File: config.mk
export PLATFORM = sky130hd
export DESIGN_NAME = mem_wb_stage_flat
export DESIGN_NICKNAME = d
export VERILOG_FILES = /design/src/rtl/mem_wb_stage_if.sv /design/src/rtl/mem_wb_stage.sv /design/src/flat_wrapper.sv
export SDC_FILE = /design/constraint.sdc
export NUM_CORES = 1
export LEC_CHECK = 0
export CAP_MARGIN = 5
export CORE_MARGIN = 3
export CORE_UTILIZATION = 35
export CTS_CLUSTER_SIZE = 10
export DETAILED_ROUTE_END_ITERATION = 8
export GPL_ROUTABILITY_DRIVEN = 0
export PLACE_DENSITY_LB_ADDON = 0.08
export SETUP_SLACK_MARGIN = 0.1
export SYNTH_ARGS = -nofsm -noshare
export SYNTH_HDL_FRONTEND = slang
export SYNTH_SLANG_ARGS = --single-unit
File: constraint.sdc
create_clock -name clk -period 2.16 [get_ports clk]
set_input_delay 0.324 -clock clk [delete_from_list [all_inputs] [get_ports clk]]
set_output_delay 0.324 -clock clk [all_outputs]
set_load 0.02 [all_outputs]
File: src/rtl/mem_wb_stage_if.sv
// MEM/WB stage bus: MEM-stage inputs, decode source registers, and WB outputs.
//   master : drives stall/flush, m_* and id_*; observes w_*, fwd_*, retired
//   slave  : the mem_wb_stage side (mirror of master)
// DW = datapath width, RW = register-number width, CW = retired-counter width.
interface mem_wb_stage_if #(
  parameter int unsigned DW = 32,
  parameter int unsigned RW = 5,
  parameter int unsigned CW = 32
);
  logic          stall;
  logic          flush;
  logic          m_valid;
  logic          m_wreg;
  logic          m_m2reg;
  logic [RW-1:0] m_rn;
  logic [DW-1:0] m_alu;
  logic [DW-1:0] m_mo;
  logic [RW-1:0] id_rs;
  logic [RW-1:0] id_rt;
  logic          w_valid;
  logic          w_wreg;
  logic [RW-1:0] w_rn;
  logic [DW-1:0] w_wdi;
  logic          fwd_a;
  logic          fwd_b;
  logic [CW-1:0] retired;

  modport master (
    output stall, flush, m_valid, m_wreg, m_m2reg, m_rn, m_alu, m_mo, id_rs, id_rt,
    input  w_valid, w_wreg, w_rn, w_wdi, fwd_a, fwd_b, retired
  );

  modport slave (
    input  stall, flush, m_valid, m_wreg, m_m2reg, m_rn, m_alu, m_mo, id_rs, id_rt,
    output w_valid, w_wreg, w_rn, w_wdi, fwd_a, fwd_b, retired
  );
endinterface

File: src/rtl/mem_wb_stage.sv
// MEM/WB pipeline register with write-back mux, WB->decode forwarding
// detection and a retired-instruction counter.
//   clk  : rising-edge clock
//   clrn : asynchronous active-low reset
//   bus  : mem_wb_stage_if slave (stall/flush, m_* in, id_rs/id_rt in,
//          w_valid/w_wreg/w_rn/w_wdi, fwd_a/fwd_b, retired out)
// Every output derives from stage registers plus id_rs/id_rt only; there is
// no combinational path from m_* to any output.
module mem_wb_stage #(
  parameter int unsigned DW = 32,
  parameter int unsigned RW = 5,
  parameter int unsigned CW = 32
) (
  input  logic         clk,
  input  logic         clrn,
  mem_wb_stage_if.slave bus
);

  logic          valid_q;
  logic          wreg_q;
  logic          m2reg_q;
  logic [RW-1:0] rn_q;
  logic [DW-1:0] alu_q;
  logic [DW-1:0] mo_q;
  logic [CW-1:0] retired_q;
  logic          wreg_c;

  // Stage register: flush inserts a bubble and overrides stall.
  always_ff @(posedge clk or negedge clrn) begin
    if (!clrn) begin
      valid_q <= 1'b0;
      wreg_q  <= 1'b0;
      m2reg_q <= 1'b0;
      rn_q    <= '0;
      alu_q   <= '0;
      mo_q    <= '0;
    end else if (bus.flush) begin
      valid_q <= 1'b0;
      wreg_q  <= 1'b0;
      m2reg_q <= 1'b0;
      rn_q    <= '0;
      alu_q   <= '0;
      mo_q    <= '0;
    end else if (!bus.stall) begin
      valid_q <= bus.m_valid;
      wreg_q  <= bus.m_valid & bus.m_wreg;  // bubbles never carry a write enable
      m2reg_q <= bus.m_m2reg;
      rn_q    <= bus.m_rn;
      alu_q   <= bus.m_alu;
      mo_q    <= bus.m_mo;
    end
  end

  // Retire counter: the instruction leaving WB counts even when a flush
  // replaces the incoming slot; a stall keeps it in WB so it does not count.
  always_ff @(posedge clk or negedge clrn) begin
    if (!clrn) begin
      retired_q <= '0;
    end else if (valid_q && !bus.stall) begin
      retired_q <= retired_q + CW'(1);
    end
  end

  // Register 0 is hard-wired, so writes to it are suppressed.
  assign wreg_c = valid_q & wreg_q & (rn_q != '0);

  assign bus.w_valid = valid_q;
  assign bus.w_wreg  = wreg_c;
  assign bus.w_rn    = rn_q;
  assign bus.w_wdi   = m2reg_q ? mo_q : alu_q;
  assign bus.fwd_a   = wreg_c & (rn_q == bus.id_rs);
  assign bus.fwd_b   = wreg_c & (rn_q == bus.id_rt);
  assign bus.retired = retired_q;

endmodule

File: src/flat_wrapper.sv
// flat-port wrapper written by rule: the top's interface ports become plain ports
module mem_wb_stage_flat 
#(
  parameter int unsigned DW = 32,
  parameter int unsigned RW = 5,
  parameter int unsigned CW = 32
)
  (clk, clrn, bus_stall, bus_flush, bus_m_valid, bus_m_wreg, bus_m_m2reg, bus_m_rn, bus_m_alu, bus_m_mo, bus_id_rs, bus_id_rt, bus_w_valid, bus_w_wreg, bus_w_rn, bus_w_wdi, bus_fwd_a, bus_fwd_b, bus_retired);
  mem_wb_stage_if #(.DW(DW), .RW(RW), .CW(CW)) bus_i ();
  input  logic clk;
  input  logic clrn;
  input wire logic [$bits(bus_i.stall)-1:0] bus_stall;
  input wire logic [$bits(bus_i.flush)-1:0] bus_flush;
  input wire logic [$bits(bus_i.m_valid)-1:0] bus_m_valid;
  input wire logic [$bits(bus_i.m_wreg)-1:0] bus_m_wreg;
  input wire logic [$bits(bus_i.m_m2reg)-1:0] bus_m_m2reg;
  input wire logic [$bits(bus_i.m_rn)-1:0] bus_m_rn;
  input wire logic [$bits(bus_i.m_alu)-1:0] bus_m_alu;
  input wire logic [$bits(bus_i.m_mo)-1:0] bus_m_mo;
  input wire logic [$bits(bus_i.id_rs)-1:0] bus_id_rs;
  input wire logic [$bits(bus_i.id_rt)-1:0] bus_id_rt;
  output wire logic [$bits(bus_i.w_valid)-1:0] bus_w_valid;
  output wire logic [$bits(bus_i.w_wreg)-1:0] bus_w_wreg;
  output wire logic [$bits(bus_i.w_rn)-1:0] bus_w_rn;
  output wire logic [$bits(bus_i.w_wdi)-1:0] bus_w_wdi;
  output wire logic [$bits(bus_i.fwd_a)-1:0] bus_fwd_a;
  output wire logic [$bits(bus_i.fwd_b)-1:0] bus_fwd_b;
  output wire logic [$bits(bus_i.retired)-1:0] bus_retired;
  assign bus_i.stall = bus_stall;
  assign bus_i.flush = bus_flush;
  assign bus_i.m_valid = bus_m_valid;
  assign bus_i.m_wreg = bus_m_wreg;
  assign bus_i.m_m2reg = bus_m_m2reg;
  assign bus_i.m_rn = bus_m_rn;
  assign bus_i.m_alu = bus_m_alu;
  assign bus_i.m_mo = bus_m_mo;
  assign bus_i.id_rs = bus_id_rs;
  assign bus_i.id_rt = bus_id_rt;
  assign bus_w_valid = bus_i.w_valid;
  assign bus_w_wreg = bus_i.w_wreg;
  assign bus_w_rn = bus_i.w_rn;
  assign bus_w_wdi = bus_i.w_wdi;
  assign bus_fwd_a = bus_i.fwd_a;
  assign bus_fwd_b = bus_i.fwd_b;
  assign bus_retired = bus_i.retired;
  mem_wb_stage #(.DW(DW), .RW(RW), .CW(CW)) u_core (.clk(clk), .clrn(clrn), .bus(bus_i));
endmodule
### Word level (Yosys, flattened, before mapping)

Cells that the tools add are included.

* register bits after elaboration: 104
* input bits: 86
* output and inout bits: 73
* logic and storage cells: 32

* $add $sub $neg: 1
* eq/ne operators: 3
* multiplexer cells: 13
* bitwise gates (word level): 5
* reduce and logical (&&, ||, !) cells: 3

Operator list (count)
* $mux 32: 5
* $add 32x1->32 const B: 1
* $eq 5x5->1: 2
* $mux 5: 2
* $mux 1: 6
* $and 1x1->1: 5
* $reduce_bool 5->1: 1
* $ne 2x1->1 const B: 1
* $logic_and 1x1->1: 1
* $logic_not 1->1: 1

### Logic depth before layout (Yosys ltp)

* depth after elaboration: 3
* mapped depth: 5
* mapped depth without buffers: 5

### Worst setup path after synthesis

No wires, ideal clock.

* path type: register to output
* start: reg u_core.rn_q[0], in the netlist u_core.bus.w_rn[0]
* end: out bus_fwd_a
* arrival: 1.516 ns
* data required time: 1.836 ns
* setup slack: 0.320 ns
* stages on the path, launching flop included: 4
* buffers on the path: 0
* path through: dfrtp_1 or4_1 o211ai_1 nor4_1

* longest elaborated chain between the ends: 3
* elaborated cells on any way between the ends: 4
* classes of those cells: eq/ne: 1; bitwise: 2; reduce/logical: 1

RTL lines
* start, declared: RTL line mem_wb_stage.sv:22 `logic [RW-1:0] rn_q;`
* start signal, assigned: RTL line mem_wb_stage.sv:48 `rn_q <= bus.m_rn;`
* $reduce_bool 5->1: RTL line mem_wb_stage.sv:65 `assign wreg_c = valid_q & wreg_q & (rn_q != '0);`
* $and 1x1->1: RTL line mem_wb_stage.sv:65
* $and 1x1->1 *: RTL line mem_wb_stage.sv:71 `assign bus.fwd_a = wreg_c & (rn_q == bus.id_rs);`
* end, declared: RTL line flat_wrapper.sv:26 `output wire logic [$bits(bus_i.fwd_a)-1:0] bus_fwd_a;`

Mark *: on every way between the ends. The rest lies on a longest branch, timed or not.

### Worst setup path in the final report

* start: reg u_core.rn_q[0], in the netlist u_core.bus.w_rn[0]
* end: out bus_fwd_b

* longest elaborated chain between the ends: 3
* elaborated cells on any way between the ends: 4
* classes of those cells: eq/ne: 1; bitwise: 2; reduce/logical: 1

RTL lines
* $reduce_bool 5->1: RTL line mem_wb_stage.sv:65
* $and 1x1->1: RTL line mem_wb_stage.sv:65
* $and 1x1->1 *: RTL line mem_wb_stage.sv:72 `assign bus.fwd_b = wreg_c & (rn_q == bus.id_rt);`
* end, declared: RTL line flat_wrapper.sv:27 `output wire logic [$bits(bus_i.fwd_b)-1:0] bus_fwd_b;`

Marks and branches as above.

==> metrics.log <==
INFO  metric viasPerCell = 4.75
INFO  metric cp_required = 1840 ps
INFO  metric synth_area = ~4800 um^2
INFO  metric drtIter0Drc = 141
INFO  metric max_slew_margin = 55.1%
INFO  metric detailroute.wirelength.met3 = 1.03 mm
INFO  metric cp_slowest_cell = or4_1
INFO  metric post-cts-setup-buffer-count = 0
INFO  metric timing.final.hold_violations = 0
INFO  metric grt.overflow.total = 0
INFO  metric stdcell_count = about 760
INFO  metric design.core.area = 13300 um^2
INFO  metric yosys_warnings = 0
INFO  metric finalWorstPathRequiredPeriod = 2120 ps
INFO  metric drc_violations = 0
INFO  metric worstHoldPathCells = 3
INFO  metric post_route_cells_drive_above_1_share = approximately an eighth
INFO  metric slew_viol_final = 0
INFO  metric hpwlAfterDp = 8.78 mm
INFO  metric fin_util = around 52%
INFO  metric skew = 8.55 ps
INFO  metric reg2reg_depth = 6
INFO  metric synthCells = 409
INFO  metric root_buffer = clkbuf_16
INFO  metric syn2layout_area_growth = 44.9%
INFO  metric pwr_density_cell = 669 nW/um^2
INFO  metric layout.nets = 662
INFO  metric timing.final.setup_violations = 0
INFO  metric post-synth-top-area-fraction = 54.0%
INFO  metric outcome = finished, final reports clean
INFO  metric initial_core_util = 36.1%
INFO  metric number_of_max_cap_violations = 0
INFO  metric detailedPlace.worstSlack = -141 ps
INFO  metric worstPathCellList = or4_1, o211ai_1, nor4_1, buf_2
INFO  metric clk_path_buf_depth = 2
INFO  metric arrival = 1800 ps
INFO  metric startpoint_type = flop
INFO  metric drt-met1-wl = 5.16 mm
INFO  metric syn-mean-instance-area = 11.8 um^2
INFO  metric detailroute.wirelength.met2 = 5.59 mm
INFO  metric placed_cell_area = 6710 um^2
INFO  metric floorplan.die.width = 123 um
INFO  metric num_vias = 3589
INFO  metric startpoint_of_the_lowest_slack_register_to_register_path = u_core.bus.retired[0]$_DFFE_PN0P_
INFO  metric route.top_layer_used = met4
INFO  metric h_tree_levels = 3
INFO  metric globalRouteTotalUtil = 16.2%
INFO  metric synthDominantAreaCellType = dfrtp_1
INFO  metric min_to = u_core.bus.w_valid$_DFFE_PN0P_
INFO  metric cp_max_fo = 3
INFO  metric fillerInstances = approximately 1300
INFO  metric num_cts_buffers = 9
INFO  metric grt_max_degree = 45
INFO  metric critPathMaxStageDelay = 520 ps
INFO  metric fmax = 472 MHz
INFO  metric design_area = 6990 um^2
INFO  metric cell_rows = 42
INFO  metric yosys.cell_types.count = 28
INFO  metric synthesis.nets = 496
INFO  metric cp.buffers_inverters = 1
INFO  metric number_of_antenna_violations_at_the_first_check_in_global_routing = 0
INFO  metric endpoint_of_the_worst_slack_reg_to_reg_timing_path = u_core.bus.retired[26]$_DFFE_PN0P_
INFO  metric ir_worst_vdd = 0.490 mV
INFO  metric crit_family = simple AND/OR/NAND/NOR gates
INFO  metric setup.worst_path.class = reg2out
INFO  metric cellLeakagePower = 3.37 nW
INFO  metric setup_ws = between 30 and 40 ps
INFO  metric grt_setup_unrepaired = yes
INFO  metric clock_insertion_delay_worst_skew = 350 ps
INFO  metric yosys_register_bits = 104
INFO  metric dieArea = ~15000 um^2
INFO  metric die_height = 123 um
INFO  metric cts_tree = done
INFO  metric wire_per_inst = 15.8 um
INFO  metric min-delay-start = bus_stall
INFO  metric synth.area.top_cells = dfrtp_1 54%, mux2i_1 15%, mux2_2 7.7%, nor2_1 6.2%, xnor2_1 5.5%
INFO  metric holdCritPathClass = in2reg
INFO  metric drt-pass1-iter-count = 4
INFO  metric port_buffers = 158
INFO  metric design.portCount = around 160
INFO  metric worst_setup_hold_path_clk_slew = 70 ps
INFO  metric setup.worst_path.end_class = primary output
INFO  metric timing.reg2reg.setup_slack = 360 ps
INFO  metric synth-seq-area-share = 54.0%
INFO  metric wl = 11.9 mm
INFO  metric cts.sinks = 104
INFO  metric timing.final.crit_share = 98.2%
INFO  metric grt_pass1_wl = between 15 and 20 mm
INFO  metric number_of_global_route_vias_before_repair = around 3700
INFO  metric dp_cells = between 700 and 800
INFO  metric worst_hold_slack = 327 ps
INFO  metric worst_slew_pin_slew = 673 ps
INFO  metric postRouteAntennaNets = 0
layout make-up:
type | count | area, um^2 | share of cell area (%)
clock inverters | 6 | 85.1 | 1.22
well taps | 176 | 220 | 3.15
diodes | 1 | 2.50 | 0.0358
inverters | 3 | 11.3 | 0.161
multi-input cells | 282 | 2120 | 30.4
flip-flops and latches | 104 | 2600 | 37.3
clock buffers | 9 | 225 | 3.22
repair buffers | 175 | 1720 | 24.6
worst max-delay path by stage:
stage	endpoint	cells after the start	from	slack, ps
4_1_cts	bus_fwd_b	4	u_core.bus.w_rn[2]$_DFFE_PN0P_	6
3_3_place_gp	bus_fwd_b	5	bus_id_rt[0]	-100
2_1_floorplan	bus_fwd_a	3	u_core.bus.w_rn[0]$_DFFE_PN0P_	320
5_1_grt	bus_fwd_b	4	u_core.bus.w_rn[3]$_DFFE_PN0P_	-60
3_5_place_dp	bus_fwd_b	5	bus_id_rt[3]	-140
6_report	bus_fwd_b	4	u_core.bus.w_rn[0]$_DFFE_PN0P_	40
Yosys cell counts:
cell	instances
a21oi_1	1
and2_1	1
and3_1	2
and4_1	1
buf_2	7
clkbuf_1	13
dfrtp_1	104
ha_1	1
inv_1	3
mux2_2	33
mux2i_1	71
nand2_1	11
nand2b_1	1
nand3_1	16
nand3b_1	1
nand4_1	8
nand4_2	1
nand4_4	1
nand4b_2	1
nor2_1	80
nor3_1	2
nor3_2	1
nor4_1	4
nor4_4	2
o211ai_1	1
or4_1	1
xnor2_1	30
xor2_1	11
cells in the final DEF (no fill, tap or decap), drive strengths merged, types with 2 or more instances in the layout:
| master | synthesis | layout |
|---|---|---|
| dfrtp | 104 | 104 |
| clkinvlp | 0 | 2 |
| inv | 3 | 3 |
| buf | 7 | 22 |
| clkinv | 0 | 2 |
| dlygate4sd2 | 0 | 32 |
| mux2 | 33 | 33 |
| mux2i | 71 | 71 |
| clkbuf | 13 | 9 |
| and3 | 2 | 2 |
| bufinv | 0 | 2 |
| nand4 | 10 | 10 |
| xor2 | 11 | 11 |
| nor3 | 3 | 3 |
| clkdlybuf4s50 | 0 | 120 |
| xnor2 | 30 | 30 |
| nor2 | 80 | 80 |
| nor4 | 6 | 6 |
| nand3 | 16 | 16 |
| nand2 | 11 | 11 |
per-stage QoR:
step                setup TNS (ps)  total power [mW]
floorplan                        0              2.57
global placement              -183              3.02
detailed placement            -215              3.04
CTS                              0              4.75
global route                 -78.4              4.91
finish                           0              4.67
per-layer routing:
| layer | global-route usage, % | up-vias |
|---|---|---|
| met2 | 25.1 | 112 |
| met1 | 21.0 | 1740 |
| li1 | - | 1728 |
| met5 | 0 | - |
| met3 | 6.54 | 9 |
| met4 | 4.36 | 0 |
power breakdown:
part / total (mW) / internal (mW) / switching (mW)
Combinational: 0.800 / 0.431 / 0.369
Clock: 1.72 / 1.01 / 0.716
Sequential: 2.15 / 2.05 / 0.0975
Total: 4.67 / 3.49 / 1.18
worst reg2reg max path, stage by stage (launching register included):
cell	delay, ps
dfrtp_1	430
ha_1	180
nand3b_1	240
nor4_4	330
buf_4	220
nand4_1	140
xnor2_1	160
state kept, by name (all words and copies together), names as in the netlist:
| register | count |
|---|---|
| u_core.bus.w_rn | 5 |
| u_core.alu_q | 32 |
| u_core.bus.w_valid | 1 |
| u_core.m2reg_q | 1 |
| u_core.mo_q | 32 |
| u_core.wreg_q | 1 |
| u_core.bus.retired | 32 |
cells by family after synthesis:
family	count (synthesis)	synth area share, %
flip-flops	104	54.0
AND/OR/NAND/NOR	134	13.6
AO/OA/AOI/OAI	2	0.259
XOR/XNOR	41	7.45
buffers and inverters	23	1.97
multiplexers	104	22.5
adder cells (fa/ha/maj)	1	0.259
repair_timing:
item | CTS | global route
endpoints found under the hold margin | 37 | 0
setup endpoints to repair | 35 | 3
resized for setup | 48 | 0
hold buffers | 1 | 0
pin swaps | 4 | 4
No activity file was read; power rests on OpenSTA's default activity.
